**src/rtl/i2c_pkg.sv**
```systemverilog
// i2c_pkg: shared FSM encoding, default slave address and IMU register map
package i2c_pkg;
   typedef enum logic [3:0] {
      IDLE, ADDR, ADDR_ACK, PTR, PTR_ACK, WDATA, WDATA_ACK, RDATA, MACK, IGNORE
   } i2c_state_t;
   localparam logic [6:0] DEV_ADDR_MPU     = 7'h68;
   localparam logic [7:0] REG_SMPLRT_DIV   = 8'h19;
   localparam logic [7:0] REG_CONFIG       = 8'h1A;
   localparam logic [7:0] REG_GYRO_CONFIG  = 8'h1B;
   localparam logic [7:0] REG_ACCEL_CONFIG = 8'h1C;
   localparam logic [7:0] REG_DATA_FIRST   = 8'h3B;
   localparam logic [7:0] REG_DATA_LAST    = 8'h48;
   localparam logic [7:0] REG_PWR_MGMT_1   = 8'h6B;
endpackage

```
**src/rtl/i2c_line_sync.sv**
```systemverilog
// i2c_line_sync: 2-FF synchronizers for SCL/SDA plus edge, START and STOP detection
module i2c_line_sync (
   input  logic clk,
   input  logic rst,
   input  logic scl_i,
   input  logic sda_i,
   output logic sda,
   output logic scl_rise,
   output logic scl_fall,
   output logic start,
   output logic stop
);
   // bits [1:0] synchronize, bit [2] is the one-cycle-delayed copy; idle bus is high
   logic [2:0] scl_q, sda_q;
   always_ff @(posedge clk)
      if (rst) begin
         scl_q <= '1;
         sda_q <= '1;
      end else begin
         scl_q <= {scl_q[1:0], scl_i};
         sda_q <= {sda_q[1:0], sda_i};
      end
   assign sda      = sda_q[1];
   assign scl_rise = scl_q[1] & ~scl_q[2];
   assign scl_fall = ~scl_q[1] & scl_q[2];
   assign start    = scl_q[1] & scl_q[2] & ~sda_q[1] & sda_q[2];
   assign stop     = scl_q[1] & scl_q[2] & sda_q[1] & ~sda_q[2];
endmodule

```
**src/rtl/i2c_slave_regport.sv**
```systemverilog
// i2c_slave_regport: I2C slave with auto-incrementing register pointer and a simple register port
module i2c_slave_regport import i2c_pkg::*; #(
   parameter logic [6:0] DEV_ADDR = DEV_ADDR_MPU
) (
   input  logic       clk,
   input  logic       rst,
   input  logic       scl_i,
   input  logic       sda_i,
   output logic       sda_oe,
   output logic [7:0] reg_addr,
   output logic [7:0] reg_wdata,
   output logic       reg_wr,
   output logic       reg_rd,
   input  logic [7:0] reg_rdata,
   output logic       busy
);
   logic sda, scl_rise, scl_fall, start, stop;
   i2c_state_t state, nxt;
   logic [7:0] sh, rbuf;
   logic [2:0] cnt;
   logic done, rd_q;
   logic bus_ev, shifting, byte_end, match, ack_on, ld_ptr, wr_go, mack_ok;
   logic rd_go, inc, load_rd, shift_out, rel;

   i2c_line_sync u_sync (
      .clk(clk), .rst(rst), .scl_i(scl_i), .sda_i(sda_i), .sda(sda),
      .scl_rise(scl_rise), .scl_fall(scl_fall), .start(start), .stop(stop)
   );

   always_ff @(posedge clk)
      if (rst) state <= IDLE;
      else state <= nxt;

   always_comb begin
      nxt = state;
      if (stop) nxt = IDLE;
      else if (start) nxt = ADDR;
      else case (state)
         ADDR:               if (byte_end) nxt = match ? ADDR_ACK : IGNORE;
         ADDR_ACK:           if (scl_fall) nxt = sh[0] ? RDATA : PTR;
         PTR:                if (byte_end) nxt = PTR_ACK;
         PTR_ACK, WDATA_ACK: if (scl_fall) nxt = WDATA;
         WDATA:              if (byte_end) nxt = WDATA_ACK;
         RDATA:              if (scl_fall & cnt == 3'd7) nxt = MACK;
         MACK:               if (scl_rise & sda) nxt = IGNORE; else if (scl_fall) nxt = RDATA;
         default: ;
      endcase
   end

   always_comb begin
      bus_ev    = start | stop;
      shifting  = state inside {ADDR, PTR, WDATA};
      byte_end  = shifting & scl_fall & done & ~bus_ev;
      match     = sh[7:1] == DEV_ADDR;
      ack_on    = byte_end & (state != ADDR | match);
      ld_ptr    = byte_end & state == PTR;
      wr_go     = byte_end & state == WDATA;
      mack_ok   = state == MACK & scl_rise & ~sda;
      // the first read is requested as soon as the R/W bit of a matching address is seen
      rd_go     = mack_ok | state == ADDR & scl_rise & cnt == 3'd7 & sh[6:0] == DEV_ADDR & sda;
      inc       = mack_ok | state == WDATA_ACK & scl_fall;
      load_rd   = scl_fall & (state == ADDR_ACK & sh[0] | state == MACK);
      shift_out = scl_fall & state == RDATA & cnt != 3'd7;
      rel       = bus_ev | scl_fall & (state == ADDR_ACK & ~sh[0] | state == PTR_ACK
                  | state == WDATA_ACK | state == RDATA & cnt == 3'd7);
   end

   always_ff @(posedge clk)
      if (rst) begin
         sda_oe    <= 1'b0;
         busy      <= 1'b0;
         reg_addr  <= '0;
         reg_wdata <= '0;
         reg_wr    <= 1'b0;
         reg_rd    <= 1'b0;
         rd_q      <= 1'b0;
         sh        <= '0;
         rbuf      <= '0;
         cnt       <= '0;
         done      <= 1'b0;
      end else begin
         reg_wr <= wr_go;
         reg_rd <= rd_go;
         rd_q   <= reg_rd;
         if (rd_q) rbuf <= reg_rdata;
         sda_oe <= rel ? 1'b0 : ack_on ? 1'b1 : load_rd ? ~rbuf[7] : shift_out ? ~sh[7] : sda_oe;
         busy   <= stop ? 1'b0 : (ack_on & state == ADDR) | busy;
         if (ld_ptr) reg_addr <= sh;
         else if (inc) reg_addr <= reg_addr + 8'd1;
         if (wr_go) reg_wdata <= sh;
         if (load_rd) sh <= {rbuf[6:0], 1'b0};
         else if (shift_out) sh <= {sh[6:0], 1'b0};
         else if (shifting & scl_rise) sh <= {sh[6:0], sda};
         // done marks a complete byte so the fall right after START is not mistaken for a byte end
         cnt  <= bus_ev | load_rd ? '0 : shifting & scl_rise | state == RDATA & scl_fall ? cnt + 3'd1 : cnt;
         done <= bus_ev | scl_fall ? 1'b0 : shifting & scl_rise ? cnt == 3'd7 : done;
      end
endmodule

```
**config.mk**
```make
export PLATFORM = sky130hd
export DESIGN_NAME = i2c_slave_regport
export DESIGN_NICKNAME = d
export VERILOG_FILES = /design/src/rtl/i2c_pkg.sv /design/src/rtl/i2c_line_sync.sv /design/src/rtl/i2c_slave_regport.sv
export SDC_FILE = /design/constraint.sdc
export NUM_CORES = 1
export LEC_CHECK = 0
export BUFFER_PORTS_ARGS = -buffer_cell sky130_fd_sc_hd__buf_2
export CAP_MARGIN = 15
export CORE_ASPECT_RATIO = 0.75
export CORE_MARGIN = 5
export CORE_UTILIZATION = 57
export CTS_BUF_LIST = sky130_fd_sc_hd__clkbuf_16
export DETAILED_ROUTE_END_ITERATION = 10
export GPL_ROUTABILITY_DRIVEN = 0
export PLACE_DENSITY_LB_ADDON = 0.25
export SYNTH_ARGS = -nofsm -noshare
export SYNTH_HDL_FRONTEND = slang
export SYNTH_SLANG_ARGS = --single-unit
export TNS_END_PERCENT = 20
```
**constraint.sdc**
```tcl
create_clock -name clk -period 2.5 [get_ports clk]
set_input_delay 0.25 -clock clk [delete_from_list [all_inputs] [get_ports clk]]
set_output_delay 0.25 -clock clk [all_outputs]
set_load 0.005 [all_outputs]
```
==> flow_metrics.py, run 1 <==
metrics = {
    "timing": {
        "report.final.slew_viol_count": 0,
        "min_period_ns": 2.16,
        "hold_viol_final": 0,
        "period_share": 0.864,
        "max_slew_margin": 0.497,
        "fmax_ghz": 0.463,
        "setup_violations": 0,
        "rsz0062_at_grt": "no",
        "worstMarginPinSlew_ns": 0.754,
        "setup_tns_ns": 0,
        "fin_worst_skew_ns": 0.00457,
    },
    "clock_tree": {
        "clk_pin_slew_ns": 0.07,
        "cts_root_buf": "clkbuf_16",
        "cts_tree": "built",
        "insertion_delay_ns": 0.29,
        "post_cts_buffers": 0,
        "cts_buffers": 5,
        "cts_resized": 0,
        "clock_path_buffers": 2,
        "cts_sinks": 51,
        "htree_levels": 2,
        "ctsHoldBuffers": 0,
    },
    "synthesis": {
        "synth_warnings": 0,
        "synth_top_area_cell": "dfxtp_1",
        "syn-instance-count": 298,
        "syn_nets": 313,
        "yosysTopAreaCellShare": 0.396,
        "ys.flop_type": "dfxtp_1",
        "synth_edf_count": 0,
        "synth_top_family_by_area": "simple AND/OR/NAND/NOR gates",
        "synth_area_sq_um": 2580,
        "ys_types": 51,
        "synth_simple_gate_area_frac": 0.238,
        "synthTopCellsByArea": "dfxtp_1 (40%), mux2i_1 (8.5%), nor2_1 (5.2%), a311oi_1 (4.1%), o21ai_0 (3.3%)",
        "synth_adder_area_share": 0.0146,
        "synth-async-reset-ratio": 0,
        "synth_compound_area_frac": 0.202,
        "synth_seq_cells": 51,
        "yosys.area_share.xor_xnor": 0.00680,
        "seq_area_frac_synth": 0.396,
        "synth.area.mux_share": 0.0898,
        "avgSynthCellArea_sq_um": 8.65,
    },
    "grt": {
        "grt_pass1_wl_mm": 10.1,
        "antenna_found_initial": 0,
        "grt_use_total": 0.215,
        "grt_max_degree": 43,
        "grt_pass1_vias": 2100,
        "grt_remaining_overflow": 0,
    },
    "worst_setup_path": {
        "cp_max_fo": 15,
        "critPathKind": "register to register",
        "crit_arrival_ns": 2.36,
        "critPathCaptureType": "register",
        "required_ns": 2.70,
        "start_kind": "register",
    },
    "pwr": {
        "vdd_drop_max_v": 0.000440,
        "powerDensity_nw_per_um2": 546,
        "power_mw": 1.58,
        "p_leak_nw": 1.16,
    },
    "route": {
        "drtIter0Drc": 260,
        "vias": 2313,
        "wl_met2_mm": 2.67,
        "totalWireLength_mm": 6.09,
        "routed-wl-met3_microns": 484,
        "m1WireLength_mm": 2.87,
        "wl_per_cell_microns": 16.2,
        "top_layer": "met4",
        "drt_pass1_iterations": 5,
        "ant_nets": 0,
        "drc": 0,
        "post_drt_via_cell_ratio": 6.14,
    },
    "placed_design": {
        "place_hpwl_mm": 4.18,
        "io_buffers": 31,
    },
    "floorplanning": {
        "chipHeight_microns": 68.2,
        "io_pins": 32,
        "start_util": 0.584,
        "num_rows": 21,
        "die_w_microns": 87.6,
        "core_region_area_sq_um": 4410,
        "die_area_sq_um": 5980,
    },
    "cells_and_area": {
        "final_nets": 334,
        "antenna_cells": 0,
        "mostFrequentLayoutCells": "dfxtp_1 (51), nor2_1 (36), buf_2 (31)",
        "area_growth_pct": 12.6,
        "final_common_cell": "dfxtp_1",
        "drive_gt1_frac": 0.181,
        "utilization": 0.657,
    },
    "min_path": {
        "hold_path.class": "input port to register",
    },
    "outcome": {
        "status": "completed",
    },
    "flow_run": {
        "max-cap-violations": 0,
    },
}
==> worst max-delay path, stage by stage (launching register included) <==
cell	delay, ns
dfxtp_1	0.31
or4b_4	0.59
o32a_4	0.41
or4_1	0.51
a311oi_1	0.24
==> sequential cells by signal (all words and copies together) (netlist names) <==
register	flops
busy	1
cnt	3
done	1
rbuf	8
rd_q	1
reg_addr	8
reg_rd	1
reg_wdata	8
reg_wr	1
sda_oe	1
sh	8
state	4
u_sync.scl_q	3
u_sync.sda_q	3
==> metrics by stage <==
step	hold WS (ns)	cells	setup slack, ns	area, sq um
after floorplan	0.354	298	0.316	2580
after global placement	0.394	369	0.375	2750
after detailed placement	0.392	369	0.350	2750
after CTS	0.137	377	0.336	2900
after global routing	0.138	377	0.190	2900
final	0.141	377	0.341	2900
==> metal layers <==
metal  up-vias  GRT usage
met5         -          0
met4         0     0.0517
met3         8     0.0457
met2       104      0.320
met1      1068      0.315
li1       1133          -
==> kinds of logic after synthesis <==
logic type / after synthesis
and+or+nand+nor: 114
AOI/OAI and AO/OA: 73
DFF: 51
buffers and inverters: 32
muxes: 23
adders and majority gates: 3
xor gates and xnor gates: 2
==> final cells by class <==
cell class,instances,area [sq um]
clock inverter,3,27.5
multi-input combinational,215,1420
tap,57,71.3
inverter,8,30.0
fill,388,1510
clock buffer,5,125
timing repair buffer,38,208
sequential,51,1020
==> path summary, 6_finish.rpt <==
check	startpoint	end	slack, ns	cells after the start
worst max-delay path	state[0]	reg_addr[5]	0.34	4
worst min-delay path	sda_i	u_sync.sda_q[0]	0.14	2
worst max register to register	state[0]	reg_addr[5]	0.34	4
worst min register to register	u_sync.scl_q[0]	u_sync.scl_q[1]	0.41	1
==> power breakdown <==
part / total [mW] / switching (mW) / internal, mW / leakage (nW)
Combinational: 0.0660 / 0.0418 / 0.0242 / 0.675
Clock: 0.694 / 0.314 / 0.380 / 0.0719
Sequential: 0.823 / 0.00611 / 0.817 / 0.412
==> cells in the mapped netlist (3+ instances only) <==
cell type	number
a31oi_1	3
nand2b_1	7
a311oi_1	12
nand3_1	16
o22ai_1	4
nand3b_1	4
nor2_1	36
a211oi_1	4
nor2b_1	4
nor4bb_1	3
or2_2	7
o21ai_0	17
mux2i_1	22
dfxtp_1	51
a21oi_1	12
nor3_1	4
inv_1	8
nand2_1	12
or3_1	6
clkbuf_1	21
ha_1	3
nand4b_1	4
o21bai_1	3
No activity file was read; power rests on OpenSTA's default activity.
==> inputs of run 2 (changes only) <==
--- a/config.mk
+++ b/config.mk
@@ -5,6 +5,7 @@
 export SDC_FILE = /design/constraint.sdc
 export NUM_CORES = 1
 export LEC_CHECK = 0
+export ABC_AREA = 1
 export BUFFER_PORTS_ARGS = -buffer_cell sky130_fd_sc_hd__buf_2
 export CAP_MARGIN = 15
 export CORE_ASPECT_RATIO = 0.75
==> constraint.sdc (replaced) <==
create_clock -name clk -period 2.15 [get_ports clk]
set_input_delay 0.215 -clock clk [delete_from_list [all_inputs] [get_ports clk]]
set_output_delay 0.215 -clock clk [all_outputs]
set_load 0.005 [all_outputs]
==> run 2 against run 1 <==
Design area shrank 3.4%. Die area shrank 4.3%. Worst hold slack lost 0.042 ns. Wire length shrank 12%. Register-to-register slack gained 0.08 ns. Non-clock buffer count shrank 7. First-iteration DRC count shrank 23%. Sequential share of layout area grew 1.2 points. Clock skew is essentially flat. Highest routed layer unchanged.
==> flow_metrics.py, run 2 <==
metrics = {
    "outcome": {
        "status": "completed",
    },
    "grt": {
        "grt_pass1_wl_mm": 9.37,
        "grt_max_degree": 25,
        "grt_remaining_overflow": 0,
        "top_usage_layer": "met1",
        "use_met3": 0.0507,
        "antenna_found_initial": 0,
        "met2_usage": 0.278,
        "met1_usage": 0.310,
        "grt_use_total": 0.207,
        "grt_pass1_vias": 2037,
    },
    "cells_and_area": {
        "antenna_cells": 0,
        "final_common_cell": "nand2_1",
        "final_nets": 396,
        "multi_input_area_sq_um": 1230,
        "drive_gt1_frac": 0.178,
        "area_growth_pct": 14.5,
        "mostFrequentLayoutCells": "nand2_1 (72), dfxtp_1 (51), nor2_1 (45)",
        "fillers": 368,
        "utilization": 0.683,
        "seqCellArea_sq_um": 1020,
    },
    "floorplanning": {
        "die_w_microns": 85.7,
        "core_region_area_sq_um": 4100,
        "start_util": 0.597,
        "io_pins": 32,
        "chipHeight_microns": 66.8,
        "num_rows": 20,
        "die_area_sq_um": 5720,
    },
    "min_path": {
        "hold_end": "u_sync.sda_q[0]",
        "hold_path.class": "input port to register",
        "worstHoldPathCells": 2,
        "min_from": "sda_i",
    },
    "synthesis": {
        "synth_adder_area_share": 0.0153,
        "synth_edf_count": 0,
        "yosysMostFrequentCell": "nand2_1",
        "synth_top_family_by_area": "simple AND/OR/NAND/NOR gates",
        "syn_nets": 365,
        "synth.top_cells.by_count": "nand2_1 (72), dfxtp_1 (51), nor2_1 (45)",
        "yosys.area_share.xor_xnor": 0.0143,
        "yosysTopAreaCellShare": 0.417,
        "synth_area_sq_um": 2450,
        "synth.area.mux_share": 0,
        "synth_compound_area_frac": 0.160,
        "synth-async-reset-ratio": 0,
        "avgSynthCellArea_sq_um": 7.00,
        "syn-instance-count": 350,
        "ys.flop_type": "dfxtp_1",
        "synth_top_area_cell": "dfxtp_1",
        "synthTopCellsByArea": "dfxtp_1 (42%), nand2_1 (11%), nor2_1 (6.9%), a21oi_1 (5.5%), nand3_1 (5.3%)",
        "synth_warnings": 0,
        "ys_types": 31,
        "synth_seq_cells": 51,
        "synth_simple_gate_area_frac": 0.311,
        "seq_area_frac_synth": 0.417,
    },
    "worst_setup_path": {
        "start_kind": "register",
        "critPathTopFamily": "simple AND/OR/NAND/NOR gates",
        "r2r_setup_slack_ns": 0.43,
        "cpMostUsedCell": "nand2_1",
        "r2r_end": "sh[3]",
        "cp_max_fo": 11,
        "ff2ff_path_depth": 11,
        "r2r-start": "state[3]",
        "critPathKind": "register to register",
        "cp_slowest_stage_delay_ns": 0.38,
        "path_cells": "nor2_2 > inv_2 > nor2_1 > nand2_1 > nand2_1 > nand2_1 > inv_1 > nand2_1 > nand3_1 > o21ai_1 > nor2_1",
        "cp_slowest_cell": "dfxtp_1",
        "cp.buffers_inverters": 2,
        "crit_arrival_ns": 1.95,
        "critPathCaptureType": "register",
        "required_ns": 2.38,
    },
    "pwr": {
        "p_comb_frac": 0.185,
        "vdd_drop_max_v": 0.000544,
        "power.share.clock": 0.383,
        "switching_power_mw": 0.682,
        "switching_share": 0.290,
        "powerDensity_nw_per_um2": 839,
        "seq_power_share": 0.432,
        "p_leak_nw": 1.29,
        "internal_power_mw": 1.67,
    },
    "timing": {
        "fmax_ghz": 0.580,
        "setup_violations": 0,
        "max_slew_margin": 0.586,
        "worstMarginPinSlew_ns": 0.620,
        "report.final.slew_viol_count": 0,
        "hold_viol_final": 0,
        "min_period_ns": 1.72,
        "rsz0062_at_grt": "no",
        "fin_worst_skew_ns": 0.00427,
        "period_share": 0.802,
        "setup_tns_ns": 0,
    },
    "clock_tree": {
        "insertion_delay_ns": 0.29,
        "post_cts_buffers": 0,
        "clk_pin_slew_ns": 0.07,
        "ctsHoldBuffers": 0,
        "clock_path_buffers": 2,
        "cts_root_buf": "clkbuf_16",
        "cts_tree": "built",
        "cts_buffers": 5,
        "cts_sinks": 51,
        "htree_levels": 2,
        "cts_resized": 0,
    },
    "route": {
        "drt_pass1_iterations": 5,
        "drtIter0Drc": 199,
        "totalWireLength_mm": 5.38,
        "drc": 0,
        "wl_per_cell_microns": 12.3,
        "ant_nets": 0,
        "post_drt_via_cell_ratio": 5.35,
        "vias": 2338,
    },
    "flow_run": {
        "max-cap-violations": 0,
    },
    "placed_design": {
        "place_hpwl_mm": 3.91,
        "io_buffers": 31,
    },
}
==> run 2: cell types whose count changed after synthesis, moves of 9 or more <==
cell,delta
inv_2,+11
a311oi_1,-12
a21oi_1,+15
nand3_1,+10
mux2i_1,-22
inv_1,+25
nand2_1,+60
nor2_1,+9
clkbuf_1,-17
==> run 2: worst max-delay path by stage <==
stage / startpoint / to / slack [ns] / cells past startpoint
3_5_place_dp: state[3] / sh[3] / 0.44 / 11
4_1_cts: u_sync.scl_q[2] / reg_addr[6] / 0.44 / 9
6_report: state[3] / sh[3] / 0.43 / 11
2_1_floorplan: u_sync.scl_q[2] / reg_wdata[6] / 0.78 / 8
5_1_grt: u_sync.scl_q[2] / reg_addr[7] / 0.19 / 9
3_3_place_gp: state[0] / sh[3] / 0.50 / 11
==> run 2: final cells by class <==
| cell class | count | area share |
|---|---|---|
| clock buffers | 5 | 0.0446 |
| clock inverters | 3 | 0.0152 |
| inverters | 44 | 0.0589 |
| multi-input cells | 248 | 0.437 |
| flip-flops and latches | 51 | 0.364 |
| well taps | 55 | 0.0245 |
| repair buffers | 31 | 0.0553 |
==> run 2: layer usage <==
layer  vias up  wire length, microns
li1       1206                     -
met1      1014                  2690
met2       112                  2040
met3         6                   570
met4         0                    78
met5         -                     0
==> run 2: per-stage QoR <==
step	std cells	hold WS, ns	worst slack, ns	cell area (sq um)	total power [mW]
2_1_floorplan	350	0.319	0.775	2450	1.38
3_3_place_gp	429	0.391	0.504	2640	1.46
3_5_place_dp	429	0.396	0.442	2640	1.46
4_1_cts	437	0.0954	0.437	2800	2.36
5_1_grt	437	0.103	0.192	2800	2.48
6_report	437	0.0989	0.425	2800	2.35
==> run 2: worst reg2reg max path: cells and delay by family (launching register included) <==
family                 cells  cell delay [ns]
DFF                        1             0.38
and+or+nand+nor            8             0.92
buffers and inverters      2             0.29
AOI/OAI and AO/OA          1             0.07
==> run 2: power groups by stage <==
stage | Combinational [mW] | Sequential [mW] | Clock, mW
floorplan | 0.347 | 1.03 | 0
global placement | 0.425 | 1.04 | 0
detailed placement | 0.427 | 1.04 | 0
CTS | 0.428 | 1.02 | 0.920
global route | 0.496 | 1.02 | 0.963
finish | 0.436 | 1.02 | 0.901
==> run 2: logic make-up after synthesis <==
| logic type | Yosys count |
|---|---|
| AND/OR/NAND/NOR | 169 |
| AO/OA/AOI/OAI | 72 |
| buffers and inverters | 51 |
| flip-flops | 51 |
| XOR/XNOR | 4 |
| adder cells (fa/ha/maj) | 3 |
==> inputs of run 3 (changes only) <==
--- a/config.mk
+++ b/config.mk
@@ -10,7 +10,7 @@
 export CAP_MARGIN = 15
 export CORE_ASPECT_RATIO = 0.75
 export CORE_MARGIN = 5
-export CORE_UTILIZATION = 57
+export CORE_UTILIZATION = 51
 export CTS_BUF_LIST = sky130_fd_sc_hd__clkbuf_16
 export DETAILED_ROUTE_END_ITERATION = 10
 export GPL_ROUTABILITY_DRIVEN = 0
==> constraint.sdc (replaced) <==
create_clock -name clk -period 1.5 [get_ports clk]
set_input_delay 0.15 -clock clk [delete_from_list [all_inputs] [get_ports clk]]
set_output_delay 0.15 -clock clk [all_outputs]
set_load 0.005 [all_outputs]
==> run 3 against run 2 <==
Clock skew rose by 0.0015 ns. Register-to-register slack got worse by 0.41 ns. Sequential share of layout area decreased by 3.3 points. Count of clock-buffer cells in the layout is the same. Non-clock buffer count is 23 higher. Worst setup slack got worse by 0.41 ns. Largest cell class unchanged. Critical path type unchanged. Largest power group unchanged. Critical path depth down 1. First-iteration DRC count is 6.0% lower.
==> flow_metrics.py, run 3 (synthesized netlist as in run 2, its figures left out) <==
metrics = {
    "outcome": {
        "status": "completed",
    },
    "cells_and_area": {
        "final_common_cell": "nand2_1",
        "area_growth_pct": 27.9,
        "mostFrequentLayoutCells": "nand2_1 (60), dfxtp_1 (45), nor2_1 (39)",
        "final_nets": 419,
        "antenna_cells": 0,
        "drive_gt1_frac": 0.314,
        "final_cells": 462,
        "fillers": 384,
    },
    "worst_setup_path": {
        "critPathCaptureType": "register",
        "critPathKind": "register to register",
        "crit_arrival_ns": 1.66,
        "cp_max_fo": 8,
        "start_kind": "register",
        "required_ns": 1.68,
    },
    "timing": {
        "period_share": 0.988,
        "rsz0062_at_grt": "yes",
        "report.final.slew_viol_count": 0,
        "fin_worst_skew_ns": 0.00577,
        "min_period_ns": 1.48,
        "max_slew_margin": 0.600,
        "worstMarginPinSlew_ns": 0.599,
        "setup_violations": 0,
        "hold_viol_final": 0,
        "fmax_ghz": 0.675,
        "holdWs_ns": 0.0366,
    },
    "clock_tree": {
        "htree_levels": 2,
        "clock_path_buffers": 2,
        "cts_sinks": 51,
        "cts_tree": "built",
        "ctsHoldBuffers": 0,
        "clk_pin_slew_ns": 0.07,
        "cts_root_buf": "clkbuf_16",
        "cts_buffers": 5,
        "insertion_delay_ns": 0.29,
    },
    "floorplanning": {
        "die_area_sq_um": 6300,
        "die_w_microns": 90.0,
        "start_util": 0.539,
        "io_pins": 32,
        "num_rows": 21,
        "chipHeight_microns": 70.0,
        "core_region_area_sq_um": 4550,
    },
    "grt": {
        "antenna_found_initial": 0,
        "grt_pass1_vias": 2150,
        "grt_use_total": 0.185,
        "grt_max_degree": 25,
        "grt_pass1_wl_mm": 9.88,
        "grt_remaining_overflow": 0,
    },
    "route": {
        "vias": 2396,
        "drtIter0Drc": 187,
        "drt_pass1_iterations": 4,
        "totalWireLength_mm": 6.14,
        "post_drt_via_cell_ratio": 5.19,
        "wl_per_cell_microns": 13.3,
        "drc": 0,
        "ant_nets": 0,
    },
    "pwr": {
        "vdd_drop_max_v": 0.000781,
        "powerDensity_nw_per_um2": 1090,
        "p_comb_frac": 0.245,
        "switching_power_mw": 1.08,
        "seq_power_share": 0.435,
        "power.share.clock": 0.321,
        "switching_share": 0.316,
        "p_leak_nw": 1.42,
        "internal_power_mw": 2.34,
    },
    "placed_design": {
        "place_hpwl_mm": 4.37,
        "place_inst": 449,
        "io_buffers": 31,
    },
    "flow_run": {
        "max-cap-violations": 0,
    },
    "min_path": {
        "hold_path.class": "input port to register",
    },
}
[run 3: cell types whose count changed in the layout (fill, tap and decap cells not counted), sizes merged]
cell / delta
buf: +23
bufinv: -1
clkinv: +1
[run 3: timing repair]
action                     in CTS  in global routing
buffers inserted                0                  5
gates resized for setup         6                 53
pin swaps                       2                 12
cloned                          0                  0
setup endpoints to repair      18                 32
[run 3: routing by layer]
| metal | track usage | part of all wire | vias to the layer above |
|---|---|---|---|
| li1 | - | - | 1254 |
| met1 | 0.274 | 0.50 | 1074 |
| met2 | 0.265 | 0.43 | 64 |
| met3 | 0.0558 | 0.064 | 4 |
| met4 | 0.0347 | 0.0059 | 0 |
| met5 | 0 | 0 | - |
[run 3: final timing paths]
path	from	cells after the start	end	slack, ns
setup / recovery	state[2]	10	cnt[0]	0.02
hold / removal	sda_i	2	u_sync.sda_q[0]	0.04
setup reg to reg	state[2]	10	cnt[0]	0.02
hold reg to reg	u_sync.sda_q[0]	1	u_sync.sda_q[1]	0.41
[run 3: final cells by class]
class                      count  area, sq um  share of cell area
clock inverter                 3         16.3             0.00519
sequential                    51         1040               0.332
tap                           57         71.3              0.0228
inverter                      44          175              0.0559
timing repair buffer          54          335               0.107
clock buffer                   5          125              0.0400
multi-input combinational    248         1370               0.437
[run 3: through the flow]
| step | setup WS (ns) | TNS (ns) | total power [mW] | utilization | area, sq um |
|---|---|---|---|---|---|
| 6_report | 0.0187 | 0 | 3.42 | 0.689 | 3130 |
| 5_1_grt | -0.0789 | -0.944 | 3.59 | 0.689 | 3130 |
| 4_1_cts | 0.00886 | 0 | 3.23 | 0.644 | 2930 |
| 3_5_place_dp | -0.0378 | -0.214 | 2.14 | 0.610 | 2770 |
| 3_3_place_gp | -0.0383 | -0.288 | 2.14 | 0.610 | 2770 |
| 2_1_floorplan | 0.125 | 0 | 1.97 | - | 2450 |
[run 3: worst max-delay path: stages (launching register included)]
cell	delay [ns]
dfxtp_4	0.37
nor2_4	0.16
inv_2	0.05
nor2_2	0.12
nand2_1	0.08
nand2_1	0.08
nand2_2	0.09
buf_4	0.18
nand2_2	0.09
a21oi_1	0.04
o21a_1	0.11
[run 3: power by group through the flow]
stage               logic (mW)  registers [mW]  clock network [mW]
detailed placement       0.657            1.48                   0
floorplan                0.498            1.48                   0
finish                   0.836            1.49                1.10
global route             0.934            1.49                1.17
global placement         0.662            1.48                   0
CTS                      0.662            1.46                1.11
